File: src/rtl/apb_led_pwm_pkg.sv
// Shared constants and types for the APB LED PWM peripheral: register map,
// CTRL bit positions, channel geometry and the bus-handshake state type.
package apb_led_pwm_pkg;

   localparam int NUM_CH = 8;
   localparam int DUTY_W = 8;

   localparam int CTRL_EN     = 0;
   localparam int CTRL_INV    = 1;
   localparam int CTRL_IRQ_EN = 2;

   localparam logic [15:0] OFF_CTRL     = 16'h0000;
   localparam logic [15:0] OFF_PRESCALE = 16'h0004;
   localparam logic [15:0] OFF_DUTY0    = 16'h0010;
   localparam logic [15:0] OFF_SW_STAT  = 16'h0030;

   typedef enum logic {ST_IDLE, ST_ACK} apb_state_t;
   typedef logic [DUTY_W-1:0] duty_t;

   // Register decode works on 32-bit word indices; byte lanes are ignored.
   function automatic logic [13:0] word_of(input logic [15:0] off);
      return off[15:2];
   endfunction

endpackage

File: src/rtl/apb_led_pwm_if.sv
// APB3 bus bundle between the SoC bridge (master) and the LED PWM peripheral (slave).
interface apb_led_pwm_if;
   logic [15:0] PADDR;
   logic        PSEL;
   logic        PENABLE;
   logic        PWRITE;
   logic [31:0] PWDATA;
   logic [31:0] PRDATA;
   logic        PREADY;
   logic        PSLVERROR;

   modport master (output PADDR, PSEL, PENABLE, PWRITE, PWDATA,
                   input  PRDATA, PREADY, PSLVERROR);
   modport slave  (input  PADDR, PSEL, PENABLE, PWRITE, PWDATA,
                   output PRDATA, PREADY, PSLVERROR);
endinterface

File: src/rtl/sw_debounce.sv
// Switch conditioner: 2-flop synchronizer, stability counter, registered rising pulse.
// LEVEL follows the input after DEBOUNCE_CYCLES consecutive differing samples.
module sw_debounce
   import apb_led_pwm_pkg::*;
#(
   parameter int DEBOUNCE_CYCLES = 500000
)(
   input  logic clk,
   input  logic rst,
   input  logic sw_raw,
   output logic level,
   output logic rise
);
   localparam int CW = (DEBOUNCE_CYCLES > 2) ? $clog2(DEBOUNCE_CYCLES) : 1;

   logic          s1, s2;
   logic [CW-1:0] run;

   always_ff @(posedge clk or posedge rst) begin
      if (rst) begin
         s1    <= 1'b0;
         s2    <= 1'b0;
         level <= 1'b0;
         rise  <= 1'b0;
         run   <= '0;
      end else begin
         s1   <= sw_raw;
         s2   <= s1;
         rise <= 1'b0;
         if (s2 == level) begin
            run <= '0;
         end else if (run == CW'(DEBOUNCE_CYCLES - 1)) begin
            level <= s2;
            rise  <= s2;
            run   <= '0;
         end else begin
            run <= run + CW'(1);
         end
      end
   end
endmodule

File: src/rtl/apb_led_pwm.sv
// Eight-channel LED PWM APB3 slave, one wait state per transfer, 256-step frames with
// wrap-aligned duty updates. APB_LED_PWM_DEBOUNCE_EN adds the debounced switch and IRQ.
module apb_led_pwm
   import apb_led_pwm_pkg::*;
#(
   parameter int DEBOUNCE_CYCLES = 500000
)(
   input  logic              io_systemClk,
   input  logic              io_systemReset,
   apb_led_pwm_if.slave      apb,
   output logic [NUM_CH-1:0] o_pwm,
   output logic              o_irq
`ifdef APB_LED_PWM_DEBOUNCE_EN
   ,
   input  logic              i_sw
`endif
);
   apb_state_t  state, state_nxt;
   logic        capture, wr_en, err_q;
   logic [2:0]  ctrl;
   logic [15:0] prescale, pcnt;
   logic [7:0]  cnt;
   duty_t       shadow [NUM_CH];
   duty_t       active [NUM_CH];
   logic        en, inv, tick, wrap;
   logic [13:0] word, duty_off;
   logic [2:0]  duty_idx;
   logic        sel_ctrl, sel_pre, sel_duty, sel_sw, mapped;
   logic [31:0] rd_dat;
   logic [1:0]  sw_stat;
   logic        unused_bits;

   assign en  = ctrl[CTRL_EN];
   assign inv = ctrl[CTRL_INV];

   assign word     = apb.PADDR[15:2];
   assign duty_off = word - word_of(OFF_DUTY0);
   assign duty_idx = duty_off[2:0];
   assign sel_ctrl = (word == word_of(OFF_CTRL));
   assign sel_pre  = (word == word_of(OFF_PRESCALE));
   assign sel_duty = (word >= word_of(OFF_DUTY0)) && (word < word_of(OFF_DUTY0) + 14'(NUM_CH));
   assign sel_sw   = (word == word_of(OFF_SW_STAT));
   assign mapped   = sel_ctrl | sel_pre | sel_duty | sel_sw;

   assign unused_bits = ^{apb.PADDR[1:0], apb.PWDATA[31:16], duty_off[13:3]} ^ (DEBOUNCE_CYCLES < 2);

   always_ff @(posedge io_systemClk or posedge io_systemReset) begin
      if (io_systemReset) state <= ST_IDLE;
      else                state <= state_nxt;
   end

   always_comb begin
      state_nxt = state;
      unique case (state)
         ST_IDLE: if (apb.PSEL && apb.PENABLE) state_nxt = ST_ACK;
         ST_ACK:  state_nxt = ST_IDLE;
         default: state_nxt = ST_IDLE;
      endcase
   end

   // PREADY is qualified by PSEL so an abandoned transfer never completes.
   always_comb begin
      capture    = 1'b0;
      wr_en      = 1'b0;
      apb.PREADY = 1'b0;
      unique case (state)
         ST_IDLE: capture = apb.PSEL && apb.PENABLE;
         ST_ACK: begin
            apb.PREADY = apb.PSEL;
            wr_en      = apb.PSEL && apb.PENABLE && apb.PWRITE;
         end
         default: ;
      endcase
   end

   assign apb.PSLVERROR = err_q & apb.PREADY;

   always_comb begin
      rd_dat = '0;
      if (sel_ctrl) rd_dat[2:0]        = ctrl;
      if (sel_pre)  rd_dat[15:0]       = prescale;
      if (sel_duty) rd_dat[DUTY_W-1:0] = shadow[duty_idx];
      if (sel_sw)   rd_dat[1:0]        = sw_stat;
   end

   always_ff @(posedge io_systemClk or posedge io_systemReset) begin
      if (io_systemReset) begin
         apb.PRDATA <= '0;
         err_q      <= 1'b0;
         ctrl       <= '0;
         prescale   <= '0;
         for (int i = 0; i < NUM_CH; i++) shadow[i] <= '0;
      end else begin
         if (capture) begin
            apb.PRDATA <= rd_dat;
            err_q      <= !mapped;
         end
         if (wr_en) begin
            if (sel_ctrl) ctrl     <= apb.PWDATA[2:0];
            if (sel_pre)  prescale <= apb.PWDATA[15:0];
            if (sel_duty) shadow[duty_idx] <= apb.PWDATA[DUTY_W-1:0];
         end
      end
   end

   assign tick = en && (pcnt == prescale);
   assign wrap = tick && (cnt == 8'hFF);

   always_ff @(posedge io_systemClk or posedge io_systemReset) begin
      if (io_systemReset) begin
         pcnt  <= '0;
         cnt   <= '0;
         o_pwm <= '0;
         for (int i = 0; i < NUM_CH; i++) active[i] <= '0;
      end else begin
         if (!en) begin
            pcnt <= '0;
            cnt  <= '0;
         end else if (tick) begin
            pcnt <= '0;
            cnt  <= cnt + 8'd1;
         end else begin
            pcnt <= pcnt + 16'd1;
         end
         // Same-edge shadow writes land after this copy, so a wrap takes the old value.
         for (int i = 0; i < NUM_CH; i++) begin
            if (!en || wrap) active[i] <= shadow[i];
            o_pwm[i] <= en ? ((cnt < active[i]) ^ inv) : inv;
         end
      end
   end

`ifdef APB_LED_PWM_DEBOUNCE_EN
   logic sw_level, sw_rise, sw_event;

   sw_debounce #(.DEBOUNCE_CYCLES(DEBOUNCE_CYCLES)) u_sw_debounce (
      .clk    (io_systemClk),
      .rst    (io_systemReset),
      .sw_raw (i_sw),
      .level  (sw_level),
      .rise   (sw_rise)
   );

   always_ff @(posedge io_systemClk or posedge io_systemReset) begin
      if (io_systemReset) begin
         sw_event <= 1'b0;
         o_irq    <= 1'b0;
      end else begin
         if (sw_rise)                                 sw_event <= 1'b1;
         else if (wr_en && sel_sw && apb.PWDATA[1])   sw_event <= 1'b0;
         o_irq <= sw_event & ctrl[CTRL_IRQ_EN];
      end
   end

   assign sw_stat = {sw_event, sw_level};
`else
   assign sw_stat = '0;
   assign o_irq   = 1'b0;
`endif

endmodule

File: src/flat_wrapper.sv
// flat-port wrapper written by rule: the top's interface ports become plain ports
module apb_led_pwm_flat import apb_led_pwm_pkg::*;
#(
   parameter int DEBOUNCE_CYCLES = 500000
)
  (io_systemClk, io_systemReset, o_pwm, o_irq, apb_PADDR, apb_PSEL, apb_PENABLE, apb_PWRITE, apb_PWDATA, apb_PRDATA, apb_PREADY, apb_PSLVERROR);
  apb_led_pwm_if apb_i ();
  input  logic io_systemClk;
  input  logic io_systemReset;
  output logic [NUM_CH-1:0] o_pwm;
  output logic o_irq;
  input wire logic [$bits(apb_i.PADDR)-1:0] apb_PADDR;
  input wire logic [$bits(apb_i.PSEL)-1:0] apb_PSEL;
  input wire logic [$bits(apb_i.PENABLE)-1:0] apb_PENABLE;
  input wire logic [$bits(apb_i.PWRITE)-1:0] apb_PWRITE;
  input wire logic [$bits(apb_i.PWDATA)-1:0] apb_PWDATA;
  output wire logic [$bits(apb_i.PRDATA)-1:0] apb_PRDATA;
  output wire logic [$bits(apb_i.PREADY)-1:0] apb_PREADY;
  output wire logic [$bits(apb_i.PSLVERROR)-1:0] apb_PSLVERROR;
  assign apb_i.PADDR = apb_PADDR;
  assign apb_i.PSEL = apb_PSEL;
  assign apb_i.PENABLE = apb_PENABLE;
  assign apb_i.PWRITE = apb_PWRITE;
  assign apb_i.PWDATA = apb_PWDATA;
  assign apb_PRDATA = apb_i.PRDATA;
  assign apb_PREADY = apb_i.PREADY;
  assign apb_PSLVERROR = apb_i.PSLVERROR;
  apb_led_pwm #(.DEBOUNCE_CYCLES(DEBOUNCE_CYCLES)) u_core (.io_systemClk(io_systemClk), .io_systemReset(io_systemReset), .apb(apb_i), .o_pwm(o_pwm), .o_irq(o_irq));
endmodule
File: config.mk
export PLATFORM = sky130hd
export DESIGN_NAME = apb_led_pwm_flat
export DESIGN_NICKNAME = d
export VERILOG_FILES = /design/src/rtl/apb_led_pwm_pkg.sv /design/src/rtl/apb_led_pwm_if.sv /design/src/rtl/sw_debounce.sv /design/src/rtl/apb_led_pwm.sv /design/src/flat_wrapper.sv
export SDC_FILE = /design/constraint.sdc
export NUM_CORES = 1
export LEC_CHECK = 0
export ABC_CLOCK_PERIOD_IN_PS = 18810
export CAP_MARGIN = 20
export CORE_ASPECT_RATIO = 0.7
export CORE_MARGIN = 1
export CORE_UTILIZATION = 35
export CTS_CLUSTER_DIAMETER = 100
export CTS_CLUSTER_SIZE = 24
export DETAILED_ROUTE_END_ITERATION = 12
export RECOVER_POWER = 100
export SLEW_MARGIN = 20
export SYNTH_ARGS = -nofsm -noshare
export SYNTH_HDL_FRONTEND = slang
export SYNTH_SLANG_ARGS = --single-unit
File: constraint.sdc
create_clock -name io_systemClk -period 18.81 [get_ports io_systemClk]
set_input_delay 5.643 -clock io_systemClk [delete_from_list [all_inputs] [get_ports io_systemClk]]
set_output_delay 5.643 -clock io_systemClk [all_outputs]
set_load 0.01 [all_outputs]
Word-level counts from Yosys, hierarchy flattened

Index checks and enable logic that the tools add are counted.

Register bits after elaboration: 197
Input port bits: 53
Output and inout bits: 43
Word-level logic and storage cells: 98

$add $sub $neg: 3
Magnitude comparators: 12
Equal/unequal tests: 5
Multiplexer cells: 27
Bitwise gates (word level): 14
Reduce and logical (&&, ||, !) cells: 13

Operators with widths:

| cell                                                        | number |
|---|---|
| bitwise mux 64 bit                                          | 1 |
| less-than comparator 8 bit                                  | 8 |
| two-way mux 16 bit                                          | 3 |
| two-way mux 8 bit                                           | 6 |
| binary-select mux 8 bit (select 3 bit)                      | 1 |
| demux 8 bit (select 3 bit)                                  | 1 |
| adder 16 x 1 -> 16 bit, second input constant               | 1 |
| == test 16 bit                                              | 1 |
| == test 14 x 1 -> 1 bit, second input constant              | 1 |
| == test 14 x 4 -> 1 bit, second input constant              | 1 |
| >= comparator 14 x 3 -> 1 bit, second input constant        | 1 |
| zero test 14 bit                                            | 1 |
| less-than comparator 14 x 4 -> 1 bit, second input constant | 1 |
| two-way mux 1 bit                                           | 12 |
| adder 8 x 1 -> 8 bit, second input constant                 | 1 |
| == test 8 bit, second input constant                        | 1 |
| XOR 1 bit                                                   | 8 |
| logical AND 1 bit                                           | 6 |
| AND reduction 2 bit                                         | 3 |
| >= comparator 4 bit, second input constant                  | 1 |
| less-than comparator 4 x 1 -> 1 bit, second input constant  | 1 |
| inverter 3 -> 4 bit                                         | 1 |
| two-way mux 3 bit                                           | 1 |
| bitwise OR 1 bit                                            | 3 |
| 8 further kinds                                             | 9 |

Longest topological paths before layout

Gate-level depths: netlist of the first run.

Depth after elaboration: 7
Gate-level depth with buffers: 7
Gate-level depth less buffers: 6

Least setup slack after synthesis of the first run

No wires, ideal clock.

Kind: input to output
Start: input apb_PSEL
End: output apb_PSLVERROR
Arrival time: 5.816 ns
Data required time: 13.167 ns
Setup slack: 7.351 ns
Cell stages on the path: 1
Path buffers: 0
Cell sequence: and3_1

Word-level cells in the longest chain between the ends: 2

RTL lines:

| item              | RTL line           | text |
|---|---|---|
| start, declared   | flat_wrapper.sv:13 | `input wire logic [$bits(apb_i.PSEL)-1:0] apb_PSEL;` |
| two-way mux 1 bit | apb_led_pwm.sv:66  | `unique case (state)` |
| AND 1 bit         | apb_led_pwm.sv:76  | `assign apb.PSLVERROR = err_q & apb.PREADY;` |
| end, declared     | flat_wrapper.sv:19 | `output wire logic [$bits(apb_i.PSLVERROR)-1:0] apb_PSLVERROR;` |

Every way passes these cells.

Worst setup path after layout of the first run

Ends and elaborated chain as after synthesis.

==> results, run 1 <==
- The hold slack is approximately 480 ps.
- In this run the critical register-to-register path is launched from u_core.pcnt[0].
- The largest net degree at the start of global routing is 122.
- The synthesized area is 0.0100 mm2.
- Headroom to the max-slew limit came out at -265%.
- The number of buffers on the longest clock path is 2.
- For flop-to-flop paths, the worst setup slack is 12710 ps.
- The fraction of post-synthesis cell area in the top cell type by area is 49.1%.
- Clock skew on the completed layout was measured at 13.1 ps.
- The initial antenna violation count is 1.
- The routed wire length on met2 is 10.2 mm.
- The cell count after synthesis is 823.
- The aggregate routed wire length is between 20 and 25 mm.
- Row generation in the floorplan step produced 51 rows.
- The highest-delay cell along the critical path is dlygate4sd3_1.
- In the final layout, the multi-input gates occupy about 0.0045 mm2.
- Using the TritonRoute via totals, the vias-per-cell ratio works out to between 5 and 6.
- Summing the areas of all fa, ha and maj instances in the mapped netlist gives 7.23% of the synthesized area.
- In this run the power density over the cells is between 90 and 100 mW/mm2.
- The layout has 2646 filler cells.
- In the final layout, the share of cells above drive strength 1 is 20.9%.
- The detailed router placed 6319 vias in this run.
- The number of synthesis warnings is 0.
- At the worst endpoint, the arrival time is 6980 ps.
- The top cell type by total area after synthesis is dfrtp_1.
- The cell occurring most often along the worst timing path is dlygate4sd3_1.
- The transition time at the pin with the least slew margin is 5440 ps.
- The via count of the first global-routing pass was roughly 6200.
- STA classifies the critical path endpoint as an output port.
- The checks that failed: max-capacitance violations, max-slew violations.
- In the post-synthesis netlist, the biggest area contributors are dfrtp_1, mux2_2, ha_1.
- Counting I/O delays and the setup requirement, the final critical path takes 12620 ps.
- Walking the worst path, the cells encountered are dlygate4sd3_1 -> and3_1 -> dlygate4sd3_1.
- The remaining global-route overflow is 0.
- The worst-case IR drop observed on VDD is 48.7 uV.
- Across the whole layout, storage elements account for 0.00493 mm2.
- The post-route antenna net violation count is 0.
- The count of buffers added on input and output ports is 60.
- Measured against the total synthesized area, the mux share comes to between 20 and 25%.
- The cell depth of the worst hold path is 2.
- In this run the count of I/O pins placed on the die edge is 96.
- After clock tree synthesis, the repair step resized 0 gates.
- The flip-flop and latch count after synthesis is 197.
- The number of remaining DRC errors is 0.
- The wire length of the first global-routing pass is 37.8 mm.
- In the synthesized netlist the dominant register cell turns out to be dfrtp_1.
- The worst hold path class is reg -> reg.
- The tree is rooted in a clkbuf_16.
- In the final routed layout, each cell accounts on average for 19.2 um.
- The leakage power total is around 5.4 nW.
- In the synthesized netlist the async set-or-reset flop fraction comes to 100%.
- The routed metal-1 wire length is 12.3 mm.
- dfrtp_1 is the most common cell in the netlist.
- The placeable core region is ~0.028 mm2.
- The pre-antenna-repair detailed-routing pass consisted of 7 iterations.
- The die covers 0.0294 mm2.
- The hold violation total from the final report is 0.
- The highest metal layer carrying signal wires in the routed design is met4.
- The basic-gate share of the synthesized area counting and, or, nand and nor cells is 8.01%.
- The critical hold path startpoint is u_core.apb.PRDATA[1].
- The total number of H-tree levels is 4.
- Max-cap violations in this run came to 5.
- Setup violations remaining at the end of the flow were counted as 0.
- 0 antenna diodes ended up in the layout.
- The wire length on met3 is 1.52 mm.
- For the final routed database, the setup TNS stands at 0 ps.
- The initial cell density of the core is a little over a third.
- The share of the synthesized netlist area taken by xor and xnor gates is 3.40%.
- The mean cell area of the mapped netlist is between 10 and 15 um2.
- The flow ran to the end, but the final reports show violations.
- The clock latency at the later pin of the worst-skew pair is 450 ps.
- At the end of routability-driven placement, the weighted congestion stood at 0.795.
- The die extent in y is 144 um.
- The number of cells on the worst reg-to-reg path is 6.
- From left edge to right edge, the die measures approximately 200 um.
- The largest single stage delay on the critical path is about 600 ps.
- Of all nets on the critical path, the largest fanout is 4.
- The main combinational cell family by area after synthesis is multiplexers.
- Clock-pin slew was measured on the worst setup and hold paths at 70 ps.
- The required time reported for the critical path endpoint is 13170 ps.
- Clock tree synthesis found a total of 197 sinks.
- The portion of the clock cycle consumed by the worst path in the final layout is 67.1%.
- The TritonCTS clock tree is yes.
- Buffers inserted to repair hold after CTS numbered 0.
- The maximum clock frequency is slightly below 0.08 GHz.
- The net count of the finished layout is between 900 and 1000.
- In this run the critical register-to-register path is captured at u_core.active[3].
- The type of origin of the critical path is an input port.
- The post-synthesis compound-gate area fraction is between 5 and 6%.
- From synthesis to final layout, the design area changed by 13.3%.
- The post-CTS setup buffer count is 0.
- The unique cell type count in the Yosys netlist is 46.
- Setup repair after global routing left no endpoint under its margin.
- The max-slew violation count is around 270.
- The worst hold path terminates at u_core.apb.PRDATA[1].
- The total clock buffers created by CTS is 17.
- Global routing used approximately 17% of the available tracks.
- At the end of the flow the core is filled with cells to 40.6%.
- Ranked by instance count, the synthesized netlist is headed by dfrtp_1, mux2_2, inv_1.
- The half-perimeter wire length of the detailed placement result is 16.9 mm.
- The number of enable-type register cells in the synthesized netlist is 0.
- The critical setup path kind is in -> out.
- The post-synthesis sequential area ratio is 49.1%.
- The number of DRC violations after detailed-routing iteration 0 is ~390.
-- kinds of logic after synthesis --
kind of cell,after synthesis
buffers and inverters,123
adders and majority gates,58
AOI/OAI and AO/OA,93
xor gates and xnor gates,39
other,1
and+or+nand+nor,145
DFF,197
muxes,167
-- worst max path at each step --
stage | start | depth (start not counted) | end
6_report | apb_PSEL | 3 | apb_PSLVERROR
5_1_grt | io_systemReset | 4 | u_core.shadow[3]
4_1_cts | apb_PSEL | 3 | apb_PSLVERROR
3_5_place_dp | apb_PSEL | 3 | apb_PSLVERROR
3_3_place_gp | apb_PSEL | 3 | apb_PSLVERROR
2_1_floorplan | apb_PSEL | 1 | apb_PSLVERROR
-- final cells by class --
| class | instances | share of cell area, % |
|---|---|---|
| clock buffer | 20 | 4.10 |
| clock inverter | 12 | 0.825 |
| inverter | 72 | 2.39 |
| multi-input combinational | 519 | 39.7 |
| sequential | 197 | 43.3 |
| tap | 371 | 4.08 |
| timing repair buffer | 66 | 5.51 |
-- report_power, final --
| group | leakage (nW) | switching, mW | internal [mW] | total (mW) |
|---|---|---|---|---|
| registers | 2.72 | 0.0407 | 0.440 | 0.481 |
| clock network | 0.270 | 0.170 | 0.182 | 0.352 |
| logic | 2.42 | 0.125 | 0.103 | 0.228 |
-- routing by layer --
metal	up-vias	GRT usage (%)
met4	0	4.36
met1	3226	26.6
met5	-	0
li1	2972	-
met2	107	23.7
met3	14	5.26
-- flip-flops by register name, indices dropped and copies added, names as in the netlist --
| register | count |
|---|---|
| u_core.err_q | 1 |
| u_core.shadow | 64 |
| u_core.prescale | 16 |
| u_core.cnt | 8 |
| u_core.ctrl | 3 |
| u_core.o_pwm | 8 |
| u_core.apb.PRDATA | 16 |
| u_core.active | 64 |
| u_core.pcnt | 16 |
| u_core.state | 1 |
-- layout by cell type, fill, tap and decap left out, drive strengths merged, types with 6 or more instances in the layout --
cell type	Yosys	routed
dfrtp	197	197
mux2	146	146
inv	72	75
ha	58	58
a21oi	36	36
nand2	34	34
nor2	33	33
xor2	33	33
o21ai	30	30
clkdlybuf4s50	0	30
dlygate4sd3	0	30
clkbuf	19	25
conb	1	17
nand4	16	16
mux4	16	16
nand2b	13	13
and4	11	11
a2111oi	8	8
a22o	8	8
nor4	7	7
nand3	6	6
xnor2	6	6
-- worst max-delay path, delay by kind of cell --
family,cells,cell delay [ps]
buffers and inverters,2,1180
and+or+nand+nor,1,150
-- stage by stage --
step	instances	power [mW]	worst slack [ps]	instance area (um2)
after CTS	1256	1.08	6320	11500
after floorplan	839	0.624	7350	10100
after detailed placement	1224	0.723	6320	10900
final	1257	1.06	6190	11400
after global routing	1257	1.13	4700	11400
after global placement	1224	0.716	6340	10900
(Power assumes the default switching activity.)
==> run 2, diff against run 1 <==
--- a/config.mk
+++ b/config.mk
@@ -5,7 +5,7 @@
 export SDC_FILE = /design/constraint.sdc
 export NUM_CORES = 1
 export LEC_CHECK = 0
-export ABC_CLOCK_PERIOD_IN_PS = 18810
+export ABC_CLOCK_PERIOD_IN_PS = 13200
 export CAP_MARGIN = 20
 export CORE_ASPECT_RATIO = 0.7
 export CORE_MARGIN = 1
==> constraint.sdc (replaced) <==
create_clock -name io_systemClk -period 13.2 [get_ports io_systemClk]
set_input_delay 3.96 -clock io_systemClk [delete_from_list [all_inputs] [get_ports io_systemClk]]
set_output_delay 3.96 -clock io_systemClk [all_outputs]
set_load 0.01 [all_outputs]
==> run 2 against run 1 <==
  * The flow still finishes with violations (max-capacitance violations, max-slew violations)
  * Routed wire length increased by 0.31%
  * First-iteration DRC count rose by 2.0%
  * Via count rose by 1.2%
  * Clock skew increased by 2.1 ps
  * Global-route usage barely moved
  * Largest power group unchanged
==> results, run 2 (synthesis results as in run 1) <==
- The run finished, with violations left.
- The final reports fail on max-capacitance violations, max-slew violations.
- On the final layout, the worst clock skew is 15.2 ps.
- For this block, the initial DRC count from the detailed router was ~400.
- At the worst endpoint, the arrival time is 9090 ps.
- The largest net degree at the start of global routing is 79.
- The leakage power total is 5.42 nW.
- Setup repair after global routing left no endpoint under its margin.
- The critical path contains buffers and inverters numbering 3 combined.
- After legalization and detailed placement, the total HPWL measured 17.2 mm.
- Dividing the detail-routed wire length by the instance count gives between 15 and 20 um.
- The maximum clock frequency is 0.107 GHz.
- The initial antenna violation count is 2.
- At the later pin of the worst-skew pair, clock insertion delay measures 440 ps.
- VDD sags by at most around 63 uV.
- The net count of the finished layout is around 990.
- The aggregate routed wire length is roughly 24 mm.
- The reg-to-reg endpoint is u_core.active[28].
- Dividing total power by cell area gives a power density of 135 mW/mm2.
- The clock sink total is approximately 200.
- The highest-delay cell along the critical path is clkbuf_1.
- The fill cell instance count of the final layout is 2636.
- The number of buffers on the longest clock path is 2.
- In this run the remaining antenna-violating nets after routing total 0.
- The number of primary I/O pins is 96.
- In the layout the commonest cells are dfrtp_1, mux2_2, inv_1.
- The tree is rooted in a clkbuf_16.
- The type of origin of the critical path is an input port.
- The post-cts repair resize count is 0.
- The via total after detailed routing is 6395.
- The placeable core region is 0.0280 mm2.
- The portion of the clock cycle consumed by the worst path in the final layout is a little over two thirds.
- The worst register-to-register path begins at u_core.pcnt[7].
- Measured along the x axis, the die boundary spans 204 um.
- In the routed design, unresolved DRC markers number 0.
- The family with the most delay on the worst path is buffers and inverters.
- Row generation in the floorplan step produced 51 rows.
- CTS built an H-tree with a depth of 4.
- The worst setup path is captured at an async pin.
- At the end of routability-driven placement, the weighted congestion stood at 0.790.
- The required time reported for the critical path endpoint is 12950 ps.
- The worst min-delay path endpoint is u_core.apb.PRDATA[5].
- The total clock buffers created by CTS is 17.
- The critical path goes through dlygate4sd3_1 -> clkinvlp_2 -> clkbuf_1.
- The CTS clock-pin slew for the worst setup and hold paths is 70 ps.
- In this run the tool buffered the top-level ports with 60 buffer cells.
- For this configuration, the core starts out at a cell density of between 30% and 40%.
- For the pin with the worst max-slew slack, the measured transition is 3500 ps.
- TritonCTS built the clock tree.
- The hold violation total from the final report is 0.
- After routing, the total negative slack on setup checks comes to 0 ps.
- Dividing the detail-routed via count by the number of cells gives around 5.1.
- The biggest fanout along the worst timing path is between 70 and 80.
- Setup violations remaining at the end of the flow were counted as 0.
- The cell depth of the worst hold path is 2.
- The post-CTS setup buffer count is 0.
- The floorplan step defined a die boundary enclosing between 0.02 and 0.03 mm2.
- The die is around 140 um tall.
- The number of antenna repair diodes is 0.
- The first TritonRoute pass finished after 4 iterations.
- The worst hold path belongs to the class reg -> reg.
- The largest registers in the layout are u_core.active x64, u_core.shadow x64.
- The via count of the first global-routing pass is between 6000 and 7000.
- Headroom to the max-slew limit came out at -134%.
- The max-slew violation count is just under 300.
- The global-route usage over all layers is between 15 and 20%.
- The setup check on the worst reg-to-reg path leaves a slack of between 9000 and 10000 ps.
- The count of max-cap constraint violations is 6.
- The most frequent standard cell in the layout excluding fill and tap cells is dfrtp_1.
- The delay contributed by the slowest stage of the critical path is 2570 ps.
- The first global-routing pass estimated 38.1 mm of wire.
- Hold is met by 479 ps.
- Global routing finished with a remaining overflow of 0.
- The area overhead of the layout relative to synthesis is 13.6%.
- The critical setup path kind is in -> async.
- Buffers inserted to repair hold after CTS numbered 0.
- Measured in cells, the most critical reg-to-reg path has a length of 6.
- In this run the most critical hold path is launched from u_core.apb.PRDATA[5].
- In the final layout, the share of cells above drive strength 1 is 20.8%.
- The smallest clock period supported by the final layout is computed as 9350 ps.
-- run 2: cell types whose count changed in the layout (fill, tap and decap cells not counted) --
| cell | previous run | this run |
|---|---|---|
| clkinvlp_4 | 3 | 1 |
| mux2_2 | 132 | 133 |
| inv_6 | 4 | 2 |
| clkbuf_1 | 5 | 7 |
| mux2_1 | 14 | 13 |
| bufinv_16 | 0 | 2 |
-- run 2: area by class of cell --
cell class	count	area (um2)	share of cell area [%]
clock buffers	21	470	4.12
clock inverters	10	121	1.06
inverters	72	272	2.38
multi-input cells	519	4520	39.6
flip-flops and latches	197	4930	43.2
well taps	371	464	4.07
repair buffers	67	631	5.53
-- run 2: worst register-to-register path: stages (launching register included) --
cell and delay (ps):
dfrtp_1 460, xor2_1 190, nor4_1 340, nand4_1 400
o31ai_1 420, clkbuf_1 1740, mux2_2 490
-- run 2: worst max-delay path by stage --
stage / startpoint / cells after the start / to
after floorplan: io_systemReset / 1 / u_core.active[0]
after global routing: io_systemReset / 3 / u_core.shadow[3]
after detailed placement: apb_PSEL / 3 / apb_PSLVERROR
after CTS: apb_PSEL / 3 / apb_PSLVERROR
final: io_systemReset / 3 / u_core.active[3]
after global placement: apb_PSEL / 3 / apb_PSLVERROR
-- run 2: layer usage --
metal	vias up	part of all wire (%)	global-route usage, %
met3	23	7.4	4.38
met2	125	41	23.2
met4	0	1.2	3.65
met1	3266	51	27.9
met5	-	0	0
li1	2981	-	-
-- run 2: power by group --
part | leakage, nW | switching (mW) | internal, mW
clock | 0.290 | 0.235 | 0.295
combinational | 2.42 | 0.177 | 0.146
sequential | 2.72 | 0.0581 | 0.627
total | 5.42 | 0.470 | 1.07
-- run 2: metrics by stage --
stage                     total power [mW]  instances  instance area, um2  setup slack, ps  utilization [%]
after floorplan                      0.890        839               10100             3870                -
final                                 1.54       1257               11400             3850             40.7
after global placement                1.02       1226               10900             4090             39.0
after detailed placement              1.03       1226               10900             4080             39.0
after CTS                             1.56       1257               11500             4080             41.1
after global routing                  1.63       1257               11400             2670             40.7
